[config.mk]
export PLATFORM = sky130hd
export DESIGN_NAME = uart_rx_module
export DESIGN_NICKNAME = d
export VERILOG_FILES = /design/src/rtl/uart_rx_module.sv
export SDC_FILE = /design/constraint.sdc
export NUM_CORES = 1
export LEC_CHECK = 0
export CAP_MARGIN = 5
export CORE_MARGIN = 2
export CORE_UTILIZATION = 46
export DETAILED_ROUTE_END_ITERATION = 6
export HOLD_SLACK_MARGIN = 0.1
export PLACE_DENSITY = 0.8
export SLEW_MARGIN = 10
export SYNTH_ARGS = -nofsm -noshare
export SYNTH_HDL_FRONTEND = slang
export SYNTH_SLANG_ARGS = --single-unit
export TNS_END_PERCENT = 50
[constraint.sdc]
create_clock -name clk -period 2.8 [get_ports clk]
set_input_delay 0.28 -clock clk [delete_from_list [all_inputs] [get_ports clk]]
set_output_delay 0.28 -clock clk [all_outputs]
set_load 0.01 [all_outputs]
[src/rtl/uart_rx_module.sv]
// uart_rx_module
// Memory-mapped 8N1 UART receiver with a small receive FIFO.
//
// Register map (word accesses only):
//   BASE_ADDR + 0 : DATA   read  -> {24'h0, FIFO head} (0 when empty), pops one entry
//                          write -> ignored
//   BASE_ADDR + 4 : STATUS read  -> {24'h0, count[3:0], frame_err, overrun, full, not_empty}
//                          write -> bit 2 clears overrun, bit 3 clears frame_err (W1C)
//
// Ports:
//   clk, reset            system clock, synchronous active-high reset
//   per_en, per_haddr,
//   per_hwrite, per_htrans address phase of the peripheral bus
//   per_hsize, per_hburst,
//   per_hmastlock         accepted but unused
//   per_hwdata            write data (data phase)
//   per_hrdata            read data (data phase), 0 when not selected
//   uart_rx               asynchronous serial input, idle high
//   rx_irq                high while the receive FIFO holds data
module uart_rx_module #(
    parameter int          CLKS_PER_BIT = 217,
    parameter logic [31:0] BASE_ADDR    = 32'h8000_0100,
    parameter int          FIFO_DEPTH   = 4
) (
    input  logic        clk,
    input  logic        reset,
    input  logic        per_en,
    input  logic [31:0] per_haddr,
    input  logic        per_hwrite,
    input  logic [2:0]  per_hsize,
    input  logic [2:0]  per_hburst,
    input  logic        per_hmastlock,
    input  logic [1:0]  per_htrans,
    input  logic [31:0] per_hwdata,
    output logic [31:0] per_hrdata,
    input  logic        uart_rx,
    output logic        rx_irq
);

    localparam int TW = (CLKS_PER_BIT > 1) ? $clog2(CLKS_PER_BIT) : 1;
    localparam int PW = $clog2(FIFO_DEPTH);
    localparam int CW = $clog2(FIFO_DEPTH + 1);

    localparam logic [TW-1:0] BIT_END  = TW'(CLKS_PER_BIT - 1);
    localparam logic [TW-1:0] HALF_END = TW'(CLKS_PER_BIT / 2 - 1);

    typedef enum logic [1:0] {IDLE, START, DATA, STOP} rxState_t;

    logic            rxSync1_q, rxSync2_q, rxPrev_q;
    rxState_t        state_q, state_d;
    logic [TW-1:0]   timer_q, timer_d;
    logic [2:0]      bitIdx_q, bitIdx_d;
    logic [7:0]      shift_q, shift_d;
    logic            pushReq, frameErrSet;

    logic [7:0]      fifoMem [FIFO_DEPTH];
    logic [PW-1:0]   rdPtr_q, rdPtr_d, wrPtr_q, wrPtr_d;
    logic [CW-1:0]   count_q, count_d;
    logic            overrun_q, overrun_d, frameErr_q, frameErr_d;
    logic            sel_q, sel_d, selAddr2_q, selAddr2_d, selWrite_q, selWrite_d;

    logic            fifoEmpty, fifoFull, popDo, pushDo, statusWr;
    logic [3:0]      countNibble;
    logic            unusedInputs;

    // Inputs that the register map has no use for are folded together so
    // they are visibly consumed.
    assign unusedInputs = ^{per_hsize, per_hburst, per_hmastlock, per_htrans[0],
                            per_haddr[1:0], per_hwdata[31:4], per_hwdata[1:0]};

    assign fifoEmpty   = (count_q == '0);
    assign fifoFull    = (count_q == CW'(FIFO_DEPTH));
    assign countNibble = 4'(count_q);
    assign rx_irq      = !fifoEmpty;

    // Receiver FSM next state. START waits half a bit so every later sample
    // lands in the middle of its bit; DATA shifts LSB-first.
    always_comb begin
        state_d     = state_q;
        timer_d     = timer_q;
        bitIdx_d    = bitIdx_q;
        shift_d     = shift_q;
        pushReq     = 1'b0;
        frameErrSet = 1'b0;
        unique case (state_q)
            IDLE: begin
                if (rxPrev_q && !rxSync2_q) begin
                    state_d = START;
                    timer_d = '0;
                end
            end
            START: begin
                if (timer_q == HALF_END) begin
                    timer_d  = '0;
                    bitIdx_d = '0;
                    state_d  = rxSync2_q ? IDLE : DATA;
                end else begin
                    timer_d = timer_q + TW'(1);
                end
            end
            DATA: begin
                if (timer_q == BIT_END) begin
                    timer_d = '0;
                    shift_d = {rxSync2_q, shift_q[7:1]};
                    if (bitIdx_q == 3'd7) begin
                        state_d = STOP;
                    end else begin
                        bitIdx_d = bitIdx_q + 3'd1;
                    end
                end else begin
                    timer_d = timer_q + TW'(1);
                end
            end
            STOP: begin
                if (timer_q == BIT_END) begin
                    timer_d = '0;
                    state_d = IDLE;
                    if (rxSync2_q) begin
                        pushReq = 1'b1;
                    end else begin
                        frameErrSet = 1'b1;
                    end
                end else begin
                    timer_d = timer_q + TW'(1);
                end
            end
            default: state_d = IDLE;
        endcase
    end

    // Bus decode, FIFO bookkeeping and sticky flags. A pop frees a slot in
    // the same cycle, so a push into a full FIFO still succeeds alongside it.
    // Hardware sets are applied after W1C clears so the set wins.
    always_comb begin
        sel_d      = per_en && per_htrans[1] && (per_haddr[31:3] == BASE_ADDR[31:3]);
        selAddr2_d = per_haddr[2];
        selWrite_d = per_hwrite;

        popDo    = sel_q && !selWrite_q && !selAddr2_q && !fifoEmpty;
        pushDo   = pushReq && (!fifoFull || popDo);
        statusWr = sel_q && selWrite_q && selAddr2_q;

        rdPtr_d = popDo  ? rdPtr_q + PW'(1) : rdPtr_q;
        wrPtr_d = pushDo ? wrPtr_q + PW'(1) : wrPtr_q;
        count_d = count_q;
        if (pushDo && !popDo) begin
            count_d = count_q + CW'(1);
        end else if (popDo && !pushDo) begin
            count_d = count_q - CW'(1);
        end

        overrun_d = overrun_q;
        if (statusWr && per_hwdata[2]) overrun_d = 1'b0;
        if (pushReq && !pushDo) overrun_d = 1'b1;

        frameErr_d = frameErr_q;
        if (statusWr && per_hwdata[3]) frameErr_d = 1'b0;
        if (frameErrSet) frameErr_d = 1'b1;
    end

    // Read data for the data phase of a selected read.
    always_comb begin
        per_hrdata = '0;
        if (sel_q && !selWrite_q) begin
            if (selAddr2_q) begin
                per_hrdata = {24'h0, countNibble, frameErr_q, overrun_q, fifoFull, !fifoEmpty};
            end else if (!fifoEmpty) begin
                per_hrdata = {24'h0, fifoMem[rdPtr_q]};
            end
        end
    end

    // Control state. The synchronizer resets to the idle line level so a
    // reset never manufactures a false start edge.
    always_ff @(posedge clk) begin
        if (reset) begin
            rxSync1_q  <= 1'b1;
            rxSync2_q  <= 1'b1;
            rxPrev_q   <= 1'b1;
            state_q    <= IDLE;
            timer_q    <= '0;
            bitIdx_q   <= '0;
            shift_q    <= '0;
            rdPtr_q    <= '0;
            wrPtr_q    <= '0;
            count_q    <= '0;
            overrun_q  <= 1'b0;
            frameErr_q <= 1'b0;
            sel_q      <= 1'b0;
            selAddr2_q <= 1'b0;
            selWrite_q <= 1'b0;
        end else begin
            rxSync1_q  <= uart_rx;
            rxSync2_q  <= rxSync1_q;
            rxPrev_q   <= rxSync2_q;
            state_q    <= state_d;
            timer_q    <= timer_d;
            bitIdx_q   <= bitIdx_d;
            shift_q    <= shift_d;
            rdPtr_q    <= rdPtr_d;
            wrPtr_q    <= wrPtr_d;
            count_q    <= count_d;
            overrun_q  <= overrun_d;
            frameErr_q <= frameErr_d;
            sel_q      <= sel_d;
            selAddr2_q <= selAddr2_d;
            selWrite_q <= selWrite_d;
        end
    end

    // FIFO storage needs no reset; only the pointers and count define validity.
    always_ff @(posedge clk) begin
        if (!reset && pushDo) begin
            fifoMem[wrPtr_q] <= shift_q;
        end
    end

endmodule

==> metrics.txt, run 1 <==
final setup violation count 0; crit path DAT 2.39 ns; placed insts 433; outcome completed; CTS Buf Count 9; peak supply drop 0.000271 V; TritonCTS clock tree yes; Final min period 2.67 ns; Syn Inst Count roughly 300; CP startpoint kind flop; total power 1.98 mW; final net count about 430; Crit Path Class flop to output port; cts hold-fix bufs 0; Max-Cap Viols 0; sequential fraction of the synthesis area 0.514; crit path max fanout 8; P per Cell Area around 500 nW/um2; asr flop ratio synth 0; core area 7140 um2; first-pass iteration count of the detailed router 4; # rows 31; Final Cell Area ~4000 um2; per-cell routed wire length 13.8 um; top_reg_cell synth dfxtp_1; layout cells sized above 1 0.120; GPL Wtd Cong 0.787; first-pass GRT wire length 9890 um; post-synth cell types 53; largest net degree at the start of global routing 38; Post-Layout Cell Count 449; DRT antenna net count 0; Ys Warns 0; DRC errors left 0; vias in the first global route 2154; Yosys reg bits 70; HP Class flop to flop; Post-synth EDFFs 32; relative slew slack 0.525; Slew Viols, Final 0; Yosys top cell area share 0.287; htree depth 3; Routed Wire Length 6180 um; Worst-Skew Late Latency roughly 0.34 ns; GRT Util Overall 0.164; LEAKAGE 1.39 nW; setup_tns 0 ns; Layout area overhead 20.5%; ant diodes 0; Vias/cell a little over 5; Synth Cell Area 3350 um2; area leader, netlist edfxtp_1; unrepaired setup endpoints after global routing no; Post-CTS Setup Inserts 0; Root Driver clkbuf_8; DRT iter0 DRCs about 120; Fin Hold WS 0.429 ns; Tcrit/Tclk final 0.953; dpl hpwl between 4000 and 5000 um; Ports 111; clk buf depth 2; Initial Util 0.469; CTS resizes 0; Vias 2324; clk sinks 70; CP endpoint kind output port; Worst Tran Pin Value 0.707 ns; worst path required time between 2 and 3 ns; DIE AREA 7980 um2; Reg clk slew, reported paths 0.08 ns; die width 89.3 um; Layout Skew 0.0121 ns; initial antenna violation count 0; Port Buffers 46; die height 89.3 um; Max Clock Freq 375 MHz; top cells by area, synth edfxtp_1, dfxtp_1, buf_4, mux4_2, ha_1; final number of hold-violating endpoints 0; Mean Syn Cell Area roughly 11 um2; GRT overflow 0; Placed Area 3840 um2
## cells in the final DEF (no fill, tap or decap), types with 6 or more instances in the layout
cell,count
clkdlybuf4s50_1,46
dfxtp_1,38
edfxtp_1,32
nor2_1,30
conb_1,24
a21oi_1,14
mux2i_1,11
inv_1,10
clkbuf_8,10
nand2_1,9
ha_1,9
mux4_2,8
nand3_1,8
nand4_1,8
nor2b_1,6
o21ai_0,6
nor4_1,6
buf_4,6
## registers in the layout (all words and copies together), names as in the netlist, named ones only
register,count
rxSync2_q,1
overrun_q,1
bitIdx_q,3
frameErr_q,1
rdPtr_q,2
count_q,3
wrPtr_q,2
rxSync1_q,1
state_q,1
shift_q,8
selWrite_q,1
fifoMem,32
timer_q,8
sel_q,1
selAddr2_q,1
rxPrev_q,1
## final timing paths
path / from / to / slack (ns) / depth (start not counted)
worst max-delay path: flop / per_hrdata[5] / 0.13 / 4
worst min-delay path: rxSync1_q / rxSync2_q / 0.43 / 1
worst max register to register: timer_q[0] / count_q[2] / 0.22 / 10
worst min register to register: rxSync1_q / rxSync2_q / 0.43 / 1
## stage by stage
stage / worst slack, ns / utilization
after floorplan: 0.287 / -
after global placement: 0.284 / 0.538
after detailed placement: 0.247 / 0.538
after CTS: 0.0664 / 0.566
after global routing: 0.00394 / 0.566
final: 0.132 / 0.566
## final cells by class
class | count | area (um2)
multi-input combinational | 201 | 1440
timing repair buffer | 52 | 505
fill | 589 | 3100
clock inverter | 5 | 60.1
tap | 99 | 124
inverter | 11 | 41.3
sequential | 70 | 1720
clock buffer | 11 | 141
## Yosys cell counts, types with 4 or more instances
library cell and instances:
a21oi_1 14, a22oi_1 5, and2_1 4, buf_4 24, clkbuf_1 9, dfxtp_1 38
edfxtp_1 32, ha_1 9, inv_1 10, mux2i_1 11, mux4_2 8, nand2_1 9
nand3_1 8, nand4_1 8, nor2_1 30, nor2b_1 6, nor3_1 5, nor4_1 6
o21ai_0 6, o22ai_1 4, or2_2 4
## power breakdown
group	switching (mW)	leakage (nW)	total, mW	internal, mW
sequential	0.00734	0.604	1.07	1.06
combinational	0.0461	0.690	0.104	0.0584
clock	0.371	0.0995	0.808	0.437
## cells by family (layout without fill, tap and decap cells)
| group | count (synthesis) | after routing | share of synthesized area |
|---|---|---|---|
| buf+inv | 47 | 79 | 0.0807 |
| fa+ha+maj | 10 | 10 | 0.0396 |
| other cells | 1 | 24 | 0.00112 |
| xor+xnor | 5 | 5 | 0.0131 |
| mux | 19 | 19 | 0.0867 |
| flops | 70 | 70 | 0.514 |
| simple gates | 104 | 104 | 0.185 |
| compound gates | 39 | 39 | 0.0799 |
## critical path, cell delays in order, from the launching register on
cell,delay (ns)
dfxtp_1,0.69
mux4_2,0.60
a22oi_1,0.20
nor2_1,0.07
clkdlybuf4s50_1,0.49
## per-layer routing
layer / vias to the layer above / routed length [um] / GRT usage
li1: 1130 / - / -
met1: 1107 / 2720 / 0.204
met2: 76 / 3040 / 0.274
met3: 11 / 341 / 0.0425
met4: 0 / 85 / 0.0638
met5: - / 0 / 0
(Power assumes the default switching activity.)
==> inputs of run 2 (changes only) <==
--- a/config.mk
+++ b/config.mk
@@ -5,6 +5,7 @@
 export SDC_FILE = /design/constraint.sdc
 export NUM_CORES = 1
 export LEC_CHECK = 0
+export ABC_AREA = 1
 export CAP_MARGIN = 5
 export CORE_MARGIN = 2
 export CORE_UTILIZATION = 46
==> metrics.txt, run 2 <==
Port Buffers 46 (unchanged); placed insts 538 (+24%); Routed Wire Length 6720 um (+8.7%); Synth Cell Area 3390 um2 (+1.2%); peak supply drop 0.000333 V (+23%); first-pass iteration count of the detailed router 4 (unchanged); worst path required time 2.52 ns (about the same); layout cells sized above 1 0.103 (-0.0167); Mean Syn Cell Area 8.53 um2 (-25%); Crit Path Class flop to output port; Fin Hold WS 0.423 ns (-0.00580 ns); outcome completed; Max-Cap Viols 0 (unchanged); unrepaired setup endpoints after global routing no; top_reg_cell synth dfxtp_1; final net count 538 (+24%); area leader, netlist edfxtp_1; Top Registers fifoMem (32), shift_q (8), timer_q (8); GPL Wtd Cong 0.812 (+3.1%); Max Clock Freq 392 MHz (+4.6%); clk buf depth 2 (unchanged); most frequent cells in the layout nand2_1, nor2_1, clkdlybuf4s50_1, inv_1, dfxtp_1; initial antenna violation count 0 (unchanged); sequential fraction of the synthesis area 0.508 (-0.00588); Post-synth EDFFs 32 (unchanged); crit path DAT 2.27 ns (-0.12 ns); GRT Util Overall 0.175 (+0.0105); Worst-Skew Late Latency 0.34 ns (about the same); DRC errors left 0 (unchanged); dpl hpwl 4990 um (+12%); Vias/cell 4.76 (-8.1%); Root Driver clkbuf_8; core area 7180 um2 (+0.54%); Top reg by flops fifoMem; Vias 2636 (+13%); CTS Buf Count 9 (unchanged); crit path max fanout 16 (+8); CP startpoint kind flop; Yosys reg bits 70 (unchanged); Post-Layout Cell Count 554 (+23%); per-cell routed wire length 12.1 um (-12%); CP endpoint kind output port; vias in the first global route 2596 (+21%); max FFs per register 32 (unchanged); cts hold-fix bufs 0 (unchanged); P per Cell Area 511 nW/um2 (+3.9%); # rows 31 (unchanged); asr flop ratio synth 0 (unchanged); commonest non-fill, non-tap cell in the layout nand2_1; Layout area overhead 20.1%; largest net degree at the start of global routing 23 (-39%); Ys Warns 0 (unchanged); Post-CTS Setup Inserts 0 (unchanged); Final min period 2.55 ns (-0.116 ns); DRT iter0 DRCs 138 (+12%); Reg clk slew, reported paths 0.08 ns (about the same); CTS resizes 0 (unchanged); DIE AREA 8070 um2 (+1.1%); GRT overflow 0 (unchanged); Initial Util 0.472 (+0.00287); Post-synth top cells nand2_1, nor2_1, inv_1, dfxtp_1, edfxtp_1; HP Class flop to flop; TritonCTS clock tree yes; setup_tns 0 ns (unchanged); top-count cell post-synth nand2_1; Yosys top cell area share 0.284 (-0.00328); Layout Skew 0.0101 ns (-0.00201 ns); Tcrit/Tclk final 0.911 (-0.0415); first-pass GRT wire length 11400 um (+15%); Ports 111 (unchanged); htree depth 3 (unchanged); clk sinks 70 (unchanged); final number of hold-violating endpoints 0 (unchanged); die width 89.8 um (+0.55%); DRT antenna net count 0 (unchanged); post-synth cell types 34 (-36%); top cells by area, synth edfxtp_1, dfxtp_1, nand2_1, buf_4, nor2_1; Slew Viols, Final 0 (unchanged); LEAKAGE 1.58 nW (+14%); die height 89.8 um (+0.55%); ant diodes 0 (unchanged); final setup violation count 0 (unchanged); Syn Inst Count 397 (+35%)
-- run 2: metrics by stage --
step / cell area, um2 / util / setup WS, ns / power [mW]
finish: 4070 / 0.567 / 0.248 / 2.08
CTS: 4070 / 0.567 / 0.224 / 2.10
global route: 4070 / 0.567 / 0.0332 / 2.18
detailed placement: 3880 / 0.540 / 0.412 / 1.32
global placement: 3880 / 0.540 / 0.482 / 1.31
floorplan: 3470 / - / 0.647 / 1.26
-- run 2: area by class of cell --
cell class / count / area [um2]
Timing Repair Buffer: 49 / 483
Fill cell: 620 / 3110
Tap cell: 99 / 124
Sequential cell: 70 / 1720
Multi-Input combinational cell: 270 / 1360
Clock buffer: 11 / 131
Clock inverter: 5 / 60.1
Inverter: 50 / 189
-- run 2: kinds of logic after synthesis --
kind of cell             synth area share
AO/OA/AOI/OAI                       0.110
buffers and inverters               0.116
AND/OR/NAND/NOR                     0.220
other                             0.00111
adder cells (fa/ha/maj)            0.0391
flip-flops                          0.508
XOR/XNOR                          0.00517
-- run 2: final timing paths --
path	start	cells past startpoint	endpoint	slack, ns
max	flop	6	per_hrdata[4]	0.25
min	rxSync1_q	1	rxSync2_q	0.42
max reg2reg	timer_q[0]	15	count_q[2]	0.39
min reg2reg	rxSync1_q	1	rxSync2_q	0.42
-- run 2: worst max-delay path, stage by stage (launching register included) --
cell             delay, ns
dfxtp_1               0.39
inv_1                 0.36
o21ai_0               0.14
o22ai_1               0.23
nand2_1               0.08
a21oi_1               0.16
clkdlybuf4s50_1       0.56
-- run 2: metal layers --
metal	GRT usage	routed length, um
met1	0.200	2850
met2	0.317	3470
met3	0.0427	280
met4	0.0628	118
met5	0	0
-- run 2: where the power goes --
| group | switching (mW) | leakage [nW] | internal (mW) |
|---|---|---|---|
| clock | 0.370 | 0.0935 | 0.413 |
| combinational | 0.109 | 0.875 | 0.0891 |
| sequential | 0.0180 | 0.614 | 1.08 |
| total | 0.498 | 1.58 | 1.58 |
